## config.mk

```make
export PLATFORM = sky130hd
export DESIGN_NAME = dmem_access_ctrl_flat
export DESIGN_NICKNAME = d
export VERILOG_FILES = /design/src/rtl/dmem_access_ctrl_if.sv /design/src/rtl/dmem_access_ctrl.sv /design/src/flat_wrapper.sv
export SDC_FILE = /design/constraint.sdc
export NUM_CORES = 1
export LEC_CHECK = 0
export CAP_MARGIN = 20
export CELL_PAD_IN_SITES_DETAIL_PLACEMENT = 0
export CELL_PAD_IN_SITES_GLOBAL_PLACEMENT = 1
export CORE_MARGIN = 4
export CORE_UTILIZATION = 33
export DETAILED_ROUTE_END_ITERATION = 10
export PLACE_DENSITY_LB_ADDON = 0.1
export SLEW_MARGIN = 20
export SYNTH_ARGS = -nofsm -noshare
export SYNTH_HDL_FRONTEND = slang
export SYNTH_SLANG_ARGS = --single-unit
```

## constraint.sdc

```tcl
create_clock -name clk -period 2.3 [get_ports clk]
set_input_delay 0.46 -clock clk [delete_from_list [all_inputs] [get_ports clk]]
set_output_delay 0.46 -clock clk [all_outputs]
set_load 0.005 [all_outputs]
```

## src/rtl/dmem_access_ctrl_if.sv

```systemverilog
// dmem_access_ctrl_if: MEM-stage request/response and data-memory bus bundle
interface dmem_access_ctrl_if #(parameter int ADDR_WIDTH = 32);
  logic                  req_valid;
  logic                  req_read;
  logic                  req_write;
  logic [ADDR_WIDTH-1:0] req_addr;
  logic [31:0]           req_wdata;
  logic [2:0]            req_funct3;
  logic                  stall;
  logic                  resp_valid;
  logic [31:0]           resp_rdata;
  logic                  err;
  logic                  mem_en;
  logic                  mem_we;
  logic [ADDR_WIDTH-1:0] mem_addr;
  logic [31:0]           mem_wdata;
  logic [31:0]           mem_rdata;
  modport master (
    output req_valid, req_read, req_write, req_addr, req_wdata, req_funct3, mem_rdata,
    input  stall, resp_valid, resp_rdata, err, mem_en, mem_we, mem_addr, mem_wdata
  );
  modport slave (
    input  req_valid, req_read, req_write, req_addr, req_wdata, req_funct3, mem_rdata,
    output stall, resp_valid, resp_rdata, err, mem_en, mem_we, mem_addr, mem_wdata
  );
endinterface

```

## src/rtl/dmem_access_ctrl.sv

```systemverilog
// dmem_access_ctrl: sequences loads, stores and sub-word read-modify-write on a single-port memory
module dmem_access_ctrl #(
  parameter int MEM_LATENCY = 1,
  parameter int ADDR_WIDTH  = 32
) (
  input logic clk,
  input logic rst,
  dmem_access_ctrl_if.slave bus
);
  typedef enum logic [2:0] {IDLE, RD, RD_WAIT, WR, DONE} state_t;
  state_t      state;
  logic [1:0]  lo;
  logic [31:0] wdata;
  logic [2:0]  f3;
  logic        is_wr;
  logic [1:0]  cnt;
  logic        req, bad;
  logic [4:0]  sh;
  logic [31:0] rsh, load_val, mask, merged;
  assign req = bus.req_valid & (bus.req_read | bus.req_write);
  assign bad = (bus.req_funct3[1:0] == 2'd3) | (bus.req_funct3 == 3'd6) |
               ((bus.req_funct3[1:0] == 2'd1) & bus.req_addr[0]) |
               ((bus.req_funct3[1:0] == 2'd2) & (|bus.req_addr[1:0]));
  assign bus.stall = (state == IDLE) ? req : (state != DONE);
  assign sh = {lo, 3'b000};
  assign rsh = bus.mem_rdata >> sh;
  // funct3[2] selects zero extension for BU/HU
  assign load_val = (f3[1:0] == 2'd0) ? {{24{~f3[2] & rsh[7]}}, rsh[7:0]} :
                    (f3[1:0] == 2'd1) ? {{16{~f3[2] & rsh[15]}}, rsh[15:0]} : bus.mem_rdata;
  assign mask = ((f3[1:0] == 2'd0) ? 32'h0000_00FF : 32'h0000_FFFF) << sh;
  assign merged = (bus.mem_rdata & ~mask) | ((wdata << sh) & mask);
  always_ff @(posedge clk) begin
    if (rst) begin
      state <= IDLE;
      lo <= '0;
      wdata <= '0;
      f3 <= '0;
      is_wr <= 1'b0;
      cnt <= '0;
      bus.resp_valid <= 1'b0;
      bus.resp_rdata <= '0;
      bus.err <= 1'b0;
      bus.mem_en <= 1'b0;
      bus.mem_we <= 1'b0;
      bus.mem_addr <= '0;
      bus.mem_wdata <= '0;
    end else begin
      bus.resp_valid <= 1'b0;
      bus.err <= 1'b0;
      bus.mem_en <= 1'b0;
      bus.mem_we <= 1'b0;
      case (state)
        IDLE: if (req) begin
          lo <= bus.req_addr[1:0];
          wdata <= bus.req_wdata;
          f3 <= bus.req_funct3;
          is_wr <= bus.req_write;
          bus.mem_addr <= {bus.req_addr[ADDR_WIDTH-1:2], 2'b00};
          if (bad) begin
            state <= DONE;
            bus.resp_valid <= 1'b1;
            bus.err <= 1'b1;
          end else if (bus.req_write && bus.req_funct3[1:0] == 2'd2) begin
            state <= WR;
            bus.mem_en <= 1'b1;
            bus.mem_we <= 1'b1;
            bus.mem_wdata <= bus.req_wdata;
          end else begin
            state <= RD;
            bus.mem_en <= 1'b1;
          end
        end
        RD: begin
          state <= RD_WAIT;
          cnt <= '0;
        end
        // read data is valid on the last wait cycle
        RD_WAIT: if (cnt == 2'(MEM_LATENCY - 1)) begin
          if (is_wr) begin
            state <= WR;
            bus.mem_en <= 1'b1;
            bus.mem_we <= 1'b1;
            bus.mem_wdata <= merged;
          end else begin
            state <= DONE;
            bus.resp_valid <= 1'b1;
            bus.resp_rdata <= load_val;
          end
        end else cnt <= cnt + 2'd1;
        WR: begin
          state <= DONE;
          bus.resp_valid <= 1'b1;
        end
        DONE: state <= IDLE;
        default: state <= IDLE;
      endcase
    end
  end
endmodule

```

## src/flat_wrapper.sv

```systemverilog
// flat-port wrapper written by rule: the top's interface ports become plain ports
module dmem_access_ctrl_flat 
#(
  parameter int MEM_LATENCY = 1,
  parameter int ADDR_WIDTH  = 32
)
  (clk, rst, bus_req_valid, bus_req_read, bus_req_write, bus_req_addr, bus_req_wdata, bus_req_funct3, bus_mem_rdata, bus_stall, bus_resp_valid, bus_resp_rdata, bus_err, bus_mem_en, bus_mem_we, bus_mem_addr, bus_mem_wdata);
  dmem_access_ctrl_if #(.ADDR_WIDTH(ADDR_WIDTH)) bus_i ();
  input logic clk;
  input logic rst;
  input wire logic [$bits(bus_i.req_valid)-1:0] bus_req_valid;
  input wire logic [$bits(bus_i.req_read)-1:0] bus_req_read;
  input wire logic [$bits(bus_i.req_write)-1:0] bus_req_write;
  input wire logic [$bits(bus_i.req_addr)-1:0] bus_req_addr;
  input wire logic [$bits(bus_i.req_wdata)-1:0] bus_req_wdata;
  input wire logic [$bits(bus_i.req_funct3)-1:0] bus_req_funct3;
  input wire logic [$bits(bus_i.mem_rdata)-1:0] bus_mem_rdata;
  output wire logic [$bits(bus_i.stall)-1:0] bus_stall;
  output wire logic [$bits(bus_i.resp_valid)-1:0] bus_resp_valid;
  output wire logic [$bits(bus_i.resp_rdata)-1:0] bus_resp_rdata;
  output wire logic [$bits(bus_i.err)-1:0] bus_err;
  output wire logic [$bits(bus_i.mem_en)-1:0] bus_mem_en;
  output wire logic [$bits(bus_i.mem_we)-1:0] bus_mem_we;
  output wire logic [$bits(bus_i.mem_addr)-1:0] bus_mem_addr;
  output wire logic [$bits(bus_i.mem_wdata)-1:0] bus_mem_wdata;
  assign bus_i.req_valid = bus_req_valid;
  assign bus_i.req_read = bus_req_read;
  assign bus_i.req_write = bus_req_write;
  assign bus_i.req_addr = bus_req_addr;
  assign bus_i.req_wdata = bus_req_wdata;
  assign bus_i.req_funct3 = bus_req_funct3;
  assign bus_i.mem_rdata = bus_mem_rdata;
  assign bus_stall = bus_i.stall;
  assign bus_resp_valid = bus_i.resp_valid;
  assign bus_resp_rdata = bus_i.resp_rdata;
  assign bus_err = bus_i.err;
  assign bus_mem_en = bus_i.mem_en;
  assign bus_mem_we = bus_i.mem_we;
  assign bus_mem_addr = bus_i.mem_addr;
  assign bus_mem_wdata = bus_i.mem_wdata;
  dmem_access_ctrl #(.MEM_LATENCY(MEM_LATENCY), .ADDR_WIDTH(ADDR_WIDTH)) u_core (.clk(clk), .rst(rst), .bus(bus_i));
endmodule
```

# Word-level counts from Yosys, hierarchy flattened
# Index checks and enable logic that the tools add are counted.
# totals
register_bits	141
elab_cells	93
out_inout_bits	101
# op_classes
add_sub_neg	1
shift	3
reduce_logical	13
bitwise_logic	16
n_eq_ne	15
n_mux	32
# ops
operator	n
2-to-1 mux 32 bit	7
bitwise AND 32 bit	2
case mux 32 bit (2 select lines)	1
<< shifter 32 x 5 -> 32 bit	2
inverter 32 bit	1
bitwise OR 32 bit	1
right shift 32 x 5 -> 16 bit	1
2-to-1 mux 16 bit	1
2-to-1 mux 1 bit	12
2-to-1 mux 3 bit	4
case mux 3 bit (4 select lines)	1
equality test 3 x 2 -> 1 bit, second input constant	2
inequality test 2 x 1 -> 1 bit, second input constant	3
inequality test 2 bit, second input constant	3
AND reduction 2 bit	3
AND reduction 6 bit	1
bitwise AND 1 bit	5
equality test 2 x 1 -> 1 bit, second input constant	2
equality test 2 bit, second input constant	2
zero test 2 bit	2
2-to-1 mux 2 bit	2
bitwise OR 1 bit	4
case mux 1 bit (2 select lines)	2
case mux 2 bit (2 select lines)	1
11 further kinds	15

# Longest topological paths before layout
# Gate-level depths: netlist of the first run.
# logic_depth
ltp_word	9
ltp_mapped	8
ltp_nobuf	6

# Least setup slack after synthesis of the first run
# No wires, ideal clock.
# synth_timing
kind	in2out
from	input bus_req_write
to	output bus_stall
stages	4
slack_ns	0.421
arrival_ns	1.419
path_cell_list	o21ai_1 > nor3_2 > buf_2 > or3_1
# synth_via
elab_chain_len	3
# synth_rtl
element	line_no	rtl
start, declared	flat_wrapper.sv:13	input wire logic [$bits(bus_i.req_write)-1:0] bus_req_write;
bitwise OR 1 bit	dmem_access_ctrl.sv:20	assign req = bus.req_valid & (bus.req_read | bus.req_write);
bitwise AND 1 bit	dmem_access_ctrl.sv:20	
2-to-1 mux 1 bit	dmem_access_ctrl.sv:24	assign bus.stall = (state == IDLE) ? req : (state != DONE);
end, declared	flat_wrapper.sv:18	output wire logic [$bits(bus_i.stall)-1:0] bus_stall;
# Every way passes these cells.

# Worst setup path in the final report of the first run
# layout_timing
from	input bus_req_read
to	output bus_stall
# layout_via
elab_chain_len	3
# layout_rtl
element	line_no	rtl
start, declared	flat_wrapper.sv:12	input wire logic [$bits(bus_i.req_read)-1:0] bus_req_read;
bitwise OR 1 bit	dmem_access_ctrl.sv:20	
bitwise AND 1 bit	dmem_access_ctrl.sv:20	
2-to-1 mux 1 bit	dmem_access_ctrl.sv:24	
# Every way passes these cells.

==> flow_metrics.py, run 1 <==
metrics = {
    "run_status": {
        "status": "finished, final reports clean",
    },
    "die": {
        "initial_core_util_pct": 33.44,
        "dieArea_sq_um": 21160,
        "ios": 205,
        "dieHeight_microns": 145.5,
        "die_w_microns": 145.5,
        "coreArea_sq_um": 18640,
        "rows": 50,
    },
    "routing": {
        "vias": 6305,
        "routedWlPerCell_microns": 19.44,
        "via_per_inst": 5.285,
        "wl_mm": 23.19,
        "final_antenna_net_count": 0,
        "drt_first_iter_violations": 323,
        "drcViolationCount": 0,
        "firstDrtPassIters": 4,
    },
    "final_layout": {
        "fin_area_sq_um": 9170,
        "fin_util_pct": 49.19,
        "finish.net_count": 1051,
        "fill_cells": 1792,
        "antenna_cells": 0,
        "syn_to_final_growth_pct": 47.08,
        "drive_gt1_share_pct": 9.802,
        "finalNonFillerCells": 1193,
    },
    "power_and_ir_drop": {
        "power.total_mw": 6.298,
        "vdd_drop_max_v": 0.0004882,
        "p_leak_nw": 3.170,
        "power_density_nw_per_um2": 686.8,
    },
    "worst_setup_path": {
        "path_class": "in2out",
        "required_ps": 1840,
        "crit_path_end_kind": "output pin",
        "critPathLaunchType": "input port",
        "cp_max_fo": 2,
        "slowest_delay_ps": 420,
        "worstPathCellList": "clkdlybuf4s50_1 -> o21ai_2 -> nor3_4 -> or3_1 -> dlygate4sd2_1",
        "r2r_start": "u_core.lo[0]$_SDFFE_PP0P_",
        "critPathTopFamily": "buffers and inverters",
        "crit_arrival_ps": 1720,
        "crit_buf_inv": 2,
        "cp-startpoint": "bus_req_read",
        "r2r_slack_ps": 190,
        "slowest_stage": "clkdlybuf4s50_1",
    },
    "clock_network": {
        "clock_latency_ps": 420,
        "clk_path_buf_depth": 2,
        "cts_tree": "yes",
        "cts_buffers": 17,
        "cts-htree-levels": 4,
        "path_clk_slew_ps": 60,
        "clock_sinks": 125,
        "cts_root_buf": "clkbuf_16",
    },
    "placement": {
        "pre_cts_ws_ps": -143.0,
        "gp_congestion": 0.8719,
        "portBuffers": 202,
        "dp_cells": 1161,
        "hpwlAfterDp_mm": 17.19,
        "place_area_sq_um": 8579,
    },
    "grt": {
        "grt_pass1_vias": 6345,
        "grt_antenna_before_repair": 0,
        "grt_usage_pct": 21.57,
        "globalRouteOverflowTotal": 0,
        "grt_start_max_net_pins": 53,
        "grt_pass1_wl_mm": 36.38,
    },
    "timing": {
        "period_minus_slack_ps": 2181,
        "period_share_pct": 94.84,
        "rsz0062_at_grt": "false",
        "tns_ps": 0,
        "tightestPinTransition_ps": 663.0,
        "holdWs_ps": 454.9,
        "fmax_mhz": 458.5,
        "final-setup-viol-count": 0,
        "skew_ps": 13.07,
        "slew_violations": 0,
        "hold_viol_final": 0,
        "max_slew_margin_pct": 55.80,
        "timing.final.ws_setup_ps": 118.7,
    },
    "synthesis": {
        "ys_seq_area_share_pct": 40.14,
        "syn_inst": 755,
        "synth_xor_xnor_area_share_pct": 0,
        "yosys.area_share.adder_pct": 0.2007,
        "netlist_area_sq_um": 6235,
        "synth_compound_area_share_pct": 25.63,
        "yosysUniqueCellTypes": 56,
        "ys.flop_type": "dfxtp_1",
        "yosys_register_bits": 125,
        "synth_edf_count": 0,
        "avgSynthCellArea_sq_um": 8.258,
        "yosys_warnings": 0,
        "synth_top_family_by_area": "compound AO/OA/AOI/OAI gates",
        "ys_async_sr_fraction_pct": 0,
        "synthSimpleGateAreaFrac_pct": 20.25,
        "synth.mux.area_fraction_pct": 7.425,
    },
    "run": {
        "cap_violations": 0,
    },
    "min_path": {
        "min_path_type": "reg2reg",
        "hold_start": "u_core.bus.mem_addr[2]$_SDFFE_PP0P_",
    },
}
## report_power, final
group          total [mW]  internal (mW)  switching (mW)
combinational        1.28          0.628           0.655
sequential           2.40           2.29           0.112
clock                2.61           1.53            1.08
total                6.30           4.45            1.85
## state kept, by name, summed over array words and instances (netlist names)
register	cells
u_core.bus.err	1
u_core.bus.mem_addr	30
u_core.bus.mem_en	1
u_core.bus.mem_wdata	32
u_core.bus.mem_we	1
u_core.bus.resp_rdata	32
u_core.bus.resp_valid	1
u_core.cnt	2
u_core.f3	3
u_core.is_wr	1
u_core.lo	2
u_core.state	3
u_core.wdata	16
## Yosys cell counts, drive strengths merged (2+ instances only)
| cell | count | area, sq um |
|---|---|---|
| o21ai | 44 | 220.2 |
| a311oi | 9 | 78.83 |
| a21o | 5 | 37.54 |
| a211oi | 24 | 180.2 |
| or3 | 4 | 30.03 |
| nand3b | 9 | 80.08 |
| a22oi | 6 | 45.04 |
| and2 | 17 | 106.4 |
| nor2 | 34 | 137.6 |
| a2111oi | 2 | 17.52 |
| nor3 | 15 | 85.08 |
| nand2 | 130 | 488.0 |
| a221oi | 16 | 140.1 |
| a22o | 4 | 35.03 |
| mux2i | 44 | 440.4 |
| nor2b | 10 | 62.56 |
| inv | 4 | 15.01 |
| a21oi | 87 | 435.4 |
| nand2b | 25 | 156.4 |
| buf | 32 | 211.5 |
| a221o | 8 | 80.08 |
| nor3b | 4 | 35.03 |
| nor4 | 8 | 50.05 |
| o22ai | 4 | 25.02 |
| o31ai | 17 | 132.6 |
| a311o | 8 | 80.08 |
| nand3 | 2 | 10.01 |
| clkbuf | 43 | 162.7 |
| dfxtp | 125 | 2502 |
## worst paths after layout
path / to / cells past startpoint
setup / recovery: bus_stall / 5
hold reg to reg: u_core.bus.mem_addr[2]$_SDFFE_PP0P_ / 2
setup reg to reg: u_core.bus.mem_wdata[8]$_SDFFE_PP0P_ / 4
hold / removal: u_core.bus.mem_addr[2]$_SDFFE_PP0P_ / 2
## what timing repair did
| action | 4_1_cts | 5_1_grt |
|---|---|---|
| pin swaps | 1 | 0 |
| hold buffers | 0 | 0 |
| buffers inserted | 0 | 0 |
| resized for setup | 3 | 2 |
| endpoints found under the setup margin | 1 | 1 |
## layout make-up
cell class / count / area, sq um / area share, %
flip-flops and latches: 125 / 2505 / 27.32
well taps: 234 / 292.8 / 3.193
clock inverters: 14 / 136.4 / 1.487
inverters: 5 / 18.77 / 0.2047
multi-input cells: 551 / 3367 / 36.72
clock buffers: 18 / 439.2 / 4.789
repair buffers: 246 / 2411 / 26.29
## worst reg2reg max path, cell delays in order, from the launching register on
cell,delay (ps)
dfxtp_2,760
nor3_2,240
o21a_1,360
a221oi_1,490
a211oi_1,140
## placed cells by master, fill, tap and decap left out, types with 4 or more instances in the layout
cell type	n
a21o_1	5
clkbuf_16	17
nand2b_1	25
a311oi_1	9
buf_4	40
nand3b_1	8
a211oi_1	24
clkdlybuf4s50_1	200
a221o_1	8
nor4_1	8
buf_12	5
nor3_1	13
a22oi_1	6
o21ai_0	40
a221oi_1	16
inv_6	4
o31ai_1	16
nor2_1	30
a22o_1	4
nand2_1	130
and2_1	16
dfxtp_1	123
mux2i_1	44
nor2_2	4
inv_1	4
a21oi_1	86
nor2b_1	10
a311o_1	8
clkinv_4	5
o22ai_1	4
## logic make-up after synthesis
logic type | after synthesis
compound gates | 242
fa+ha+maj | 1
buf+inv | 80
flops | 125
mux | 45
other cells | 1
simple gates | 261
## per-layer routing
| layer | vias to the layer above | routed length (microns) | GRT usage (%) |
|---|---|---|---|
| li1 | 3095 | - | - |
| met1 | 2959 | 10180 | 27.12 |
| met2 | 225 | 10770 | 35.05 |
| met3 | 26 | 1725 | 6.758 |
| met4 | 0 | 510 | 7.597 |
| met5 | - | 0 | 0 |
(Power assumes the default switching activity.)
==> run 2: changes to the inputs <==
- CORE_MARGIN: 4 -> 2
==> run 2 against run 1 <==
Flip-flop and latch count is the same. Cell area grew 0.18%. Final cell count shrank 0.34%. Die area shrank 5.4%. Fmax shrank 0.56%. Utilization grew 0.087 points. Critical path depth is the same.
==> flow_metrics.py, run 2 (synthesis gave the netlist of run 1 again) <==
metrics = {
    "die": {
        "dieHeight_microns": 141.5,
        "die_w_microns": 141.5,
        "coreArea_sq_um": 18640,
        "dieArea_sq_um": 20010,
        "rows": 50,
        "ios": 205,
        "initial_core_util_pct": 33.44,
    },
    "grt": {
        "grt_start_max_net_pins": 53,
        "grt_pass1_wl_mm": 35.65,
        "grt_antenna_before_repair": 0,
        "globalRouteOverflowTotal": 0,
        "grt_usage_pct": 23.05,
        "grt_pass1_vias": 6212,
    },
    "timing": {
        "period_minus_slack_ps": 2193,
        "rsz0062_at_grt": "false",
        "final-setup-viol-count": 0,
        "fmax_mhz": 455.9,
        "slew_violations": 0,
        "tns_ps": 0,
        "holdWs_ps": 451.3,
        "max_slew_margin_pct": 47.63,
        "period_share_pct": 95.37,
        "skew_ps": 8.935,
        "timing.final.ws_setup_ps": 106.5,
        "tightestPinTransition_ps": 785.6,
        "hold_viol_final": 0,
    },
    "power_and_ir_drop": {
        "power.total_mw": 6.470,
        "p_leak_nw": 3.189,
        "vdd_drop_max_v": 0.0005685,
        "power_density_nw_per_um2": 704.4,
    },
    "clock_network": {
        "clock_sinks": 125,
        "post_cts_buffers": 0,
        "cts_root_buf": "clkbuf_16",
        "ctsResizeCount": 3,
        "clock_latency_ps": 420,
        "path_clk_slew_ps": 50,
        "clk_path_buf_depth": 2,
        "cts_buffers": 17,
        "hold_buffers": 0,
        "cts-htree-levels": 4,
        "cts_tree": "yes",
    },
    "routing": {
        "vias": 6311,
        "routedWlPerCell_microns": 19.08,
        "drt_first_iter_violations": 455,
        "firstDrtPassIters": 5,
        "via_per_inst": 5.308,
        "wl_mm": 22.69,
        "final_antenna_net_count": 0,
        "drcViolationCount": 0,
    },
    "worst_setup_path": {
        "r2r_slack_ps": 240,
        "critPathTopFamily": "buffers and inverters",
        "worstPathCellList": "clkdlybuf4s50_1 -> o21ai_2 -> nor3_4 -> or3_1 -> dlygate4sd2_1",
        "slowest_delay_ps": 440,
        "r2r_cells": 4,
        "crit_arrival_ps": 1730,
        "slowest_stage": "clkdlybuf4s50_1",
        "critPathLaunchType": "input port",
        "required_ps": 1840,
        "cp_max_fo": 2,
        "crit_buf_inv": 2,
        "crit_path_end_kind": "output pin",
        "timing.rr.end": "u_core.bus.mem_wdata[31]$_SDFFE_PP0P_",
        "r2r_start": "u_core.lo[0]$_SDFFE_PP0P_",
        "path_class": "in2out",
    },
    "final_layout": {
        "fin_util_pct": 49.28,
        "drive_gt1_share_pct": 9.319,
        "most-common-layout-cells": "clkdlybuf4s50_1 (200), nand2_1 (130), dfxtp_1 (123)",
        "reg_top3": "u_core.bus.mem_wdata x32, u_core.bus.resp_rdata x32, u_core.bus.mem_addr x30",
        "antenna_cells": 0,
        "final_common_cell": "clkdlybuf4s50_1",
        "finish.net_count": 1051,
        "syn_to_final_growth_pct": 47.34,
    },
    "min_path": {
        "whs_path_depth": 2,
        "hold_start": "u_core.bus.mem_addr[8]$_SDFFE_PP0P_",
        "holdPathEnd": "u_core.bus.mem_addr[8]$_SDFFE_PP0P_",
        "min_path_type": "reg2reg",
    },
    "run_status": {
        "status": "finished, final reports clean",
    },
    "run": {
        "cap_violations": 0,
    },
    "placement": {
        "gp_congestion": 0.8449,
        "pre_cts_ws_ps": -159.2,
        "hpwlAfterDp_mm": 16.80,
        "portBuffers": 202,
    },
}
run 2: cell types whose count changed in the layout (fill, tap and decap cells not counted), moves of 2 or more:
cell / change
inv_6: -4
clkinv_4: -5
bufinv_16: +2
clkbuf_8: +4
run 2: area by class of cell:
cell class	count	area, sq um
clock buffer	22	494.2
clock inverter	6	110.1
multi-input combinational	551	3354
tap	234	292.8
fill	1801	9457
inverter	5	18.77
timing repair buffer	246	2411
sequential	125	2505
run 2: worst max-delay path by stage:
stage                             start   endpoint  slack (ps)  cells after the start
after floorplan           bus_req_write  bus_stall         420                      4
after global placement    bus_req_write  bus_stall        -150                      5
after detailed placement  bus_req_write  bus_stall        -160                      5
after CTS                 bus_req_write  bus_stall          90                      5
after global routing      bus_req_write  bus_stall          30                      5
final                     bus_req_write  bus_stall         110                      5
run 2: stage by stage:
step	cells	area [sq um]
6_report	1189	9186
5_1_grt	1189	9186
4_1_cts	1189	9186
3_5_place_dp	1161	8579
3_3_place_gp	1161	8579
2_1_floorplan	756	6238
run 2: tightest hold or removal path, stage by stage (launching register included):
cell     delay [ps]
dfxtp_1         300
nand2_1          50
a21oi_1          50
run 2: report_power, final:
part / switching, mW / internal (mW)
combinational: 0.658 / 0.628
sequential: 0.104 / 2.29
clock: 0.966 / 1.82
run 2: metal layers:
layer / up-vias / global-route usage, % / routed length, microns
li1: 3087 / - / -
met4: 0 / 6.316 / 351
met5: - / 0 / 0
met2: 232 / 38.53 / 10890
met3: 25 / 6.041 / 1521
met1: 2967 / 29.51 / 9935
==> run 3: changes to the inputs <==
- CAP_MARGIN: 20 -> default
- CORE_ASPECT_RATIO: default -> 0.8
==> run 3 against run 2 <==
Cell area shrank 0.57%. Final cell count grew 1.3%. Sequential power is essentially flat. Via count grew 0.89%. Setup slack gained 11 ps. Largest cell class unchanged. Worst hold slack lost 120 ps. Combinational power is essentially flat. Highest routed layer unchanged. Critical path depth is the same. Fmax grew 0.51%. Clock-buffer cell count shrank 5.
==> flow_metrics.py, run 3 (synthesis gave the netlist of run 1 again) <==
metrics = {
    "timing": {
        "tightestPinTransition_ps": 785.0,
        "max_slew_margin_pct": 47.67,
        "period_share_pct": 94.88,
        "fmax_mhz": 458.2,
        "final-setup-viol-count": 0,
        "holdWs_ps": 333.3,
        "period_minus_slack_ps": 2182,
        "rsz0062_at_grt": "false",
        "hold_viol_final": 0,
        "slew_violations": 0,
        "skew_ps": 10.64,
    },
    "power_and_ir_drop": {
        "power_density_nw_per_um2": 685.3,
        "vdd_drop_max_v": 0.0004616,
        "p_leak_nw": 3.133,
    },
    "grt": {
        "grt_usage_pct": 22.88,
        "busiest_layer": "met1",
        "grt_pass1_vias": 6083,
        "grt_util_met2_pct": 33.20,
        "grt_pass1_wl_mm": 34.92,
        "grt_start_max_net_pins": 53,
        "use_met3_pct": 5.330,
        "grt_antenna_before_repair": 0,
        "globalRouteOverflowTotal": 0,
        "grt_util_met1_pct": 34.23,
    },
    "worst_setup_path": {
        "timing.rr.end": "u_core.bus.mem_wdata[11]$_SDFFE_PP0P_",
        "cp-startpoint": "bus_req_write",
        "cp_max_fo": 2,
        "r2r_slack_ps": 140,
        "r2r_start": "u_core.lo[0]$_SDFFE_PP0P_",
        "crit_arrival_ps": 1720,
        "endpoint": "bus_stall",
        "critPathLaunchType": "input port",
        "required_ps": 1840,
        "crit_path_end_kind": "output pin",
        "r2r_cells": 5,
        "path_class": "in2out",
    },
    "routing": {
        "wl_mm": 22.91,
        "via_per_inst": 5.284,
        "routedWlPerCell_microns": 19.01,
        "final_antenna_net_count": 0,
        "vias": 6367,
        "drt_first_iter_violations": 530,
        "drcViolationCount": 0,
        "firstDrtPassIters": 5,
    },
    "placement": {
        "place_area_sq_um": 8563,
        "dp_cells": 1173,
        "hpwlAfterDp_mm": 17.08,
        "gp_congestion": 0.8729,
        "portBuffers": 202,
    },
    "clock_network": {
        "clock_sinks": 125,
        "cts_buffers": 17,
        "clock_latency_ps": 420,
        "clk_path_buf_depth": 2,
        "cts-htree-levels": 4,
        "path_clk_slew_ps": 60,
        "cts_root_buf": "clkbuf_16",
        "cts_tree": "yes",
        "post_cts_buffers": 0,
    },
    "die": {
        "initial_core_util_pct": 34.01,
        "dieArea_sq_um": 20020,
        "die_w_microns": 157.7,
        "coreArea_sq_um": 18330,
        "dieHeight_microns": 126.9,
        "rows": 44,
        "ios": 205,
    },
    "final_layout": {
        "drive_gt1_share_pct": 9.244,
        "reg_top3": "u_core.bus.mem_wdata x32, u_core.bus.resp_rdata x32, u_core.bus.mem_addr x30",
        "antenna_cells": 0,
        "fin_util_pct": 49.82,
        "fin_area_sq_um": 9134,
        "finish.net_count": 1044,
        "fill_cells": 1765,
        "finalNonFillerCells": 1205,
        "final_common_cell": "clkdlybuf4s50_1",
        "most-common-layout-cells": "clkdlybuf4s50_1 (200), nand2_1 (130), dfxtp_1 (121)",
        "syn_to_final_growth_pct": 46.50,
        "final-seq-area_sq_um": 2507,
        "multi_input_area_sq_um": 3354,
    },
    "min_path": {
        "min_path_type": "in2reg",
        "hold_start": "rst",
    },
    "run": {
        "cap_violations": 0,
    },
    "run_status": {
        "status": "finished, final reports clean",
    },
}
## run 3: stage by stage
step	setup TNS [ps]	worst slack, ps	power [mW]
6_report	0	117.7	6.259
2_1_floorplan	0	420.6	3.073
5_1_grt	0	23.47	6.549
4_1_cts	0	100.6	6.307
3_3_place_gp	-1749	-147.1	3.707
3_5_place_dp	-2889	-161.7	3.724
## run 3: per-layer routing
metal | wire length [microns] | vias to the layer above
met5 | 0 | -
met4 | 180 | 0
met3 | 1611 | 14
met2 | 9746 | 256
met1 | 11370 | 3015
li1 | - | 3082
## run 3: worst min path at each step
stage | end | slack (ps) | depth (start not counted)
after global placement | u_core.bus.mem_addr[15]$_SDFFE_PP0P_ | 440 | 2
after global routing | u_core.bus.mem_wdata[8]$_SDFFE_PP0P_ | 360 | 2
after CTS | u_core.wdata[10]$_SDFFE_PP0P_ | 330 | 2
after floorplan | u_core.wdata[10]$_SDFFE_PP0P_ | 450 | 2
final | u_core.wdata[10]$_SDFFE_PP0P_ | 330 | 2
after detailed placement | u_core.bus.mem_addr[25]$_SDFFE_PP0P_ | 450 | 2
## run 3: final cells by class
class,instances,share of cell area (%)
Tap cell,253,3.466
Clock inverter,15,1.534
Multi-Input combinational cell,551,36.73
Clock buffer,17,4.658
Sequential cell,125,27.45
Timing Repair Buffer,239,25.96
Inverter,5,0.2055
## run 3: worst max-delay path, cell delays in order
cell	delay [ps]
clkdlybuf4s50_1	430
o21ai_2	190
nor3_4	60
or3_1	310
dlygate4sd2_1	270
## run 3: power by group
group / switching, mW / internal, mW / total (mW)
Sequential: 0.116 / 2.29 / 2.41
Combinational: 0.653 / 0.623 / 1.28
Clock: 1.08 / 1.50 / 2.57
Total: 1.85 / 4.41 / 6.26
## run 3: what timing repair did
| item | CTS | global route |
|---|---|---|
| pin swaps | 1 | 0 |
| hold buffers | 0 | 0 |
| endpoints found under the setup margin | 1 | 3 |
| resized for setup | 4 | 1 |
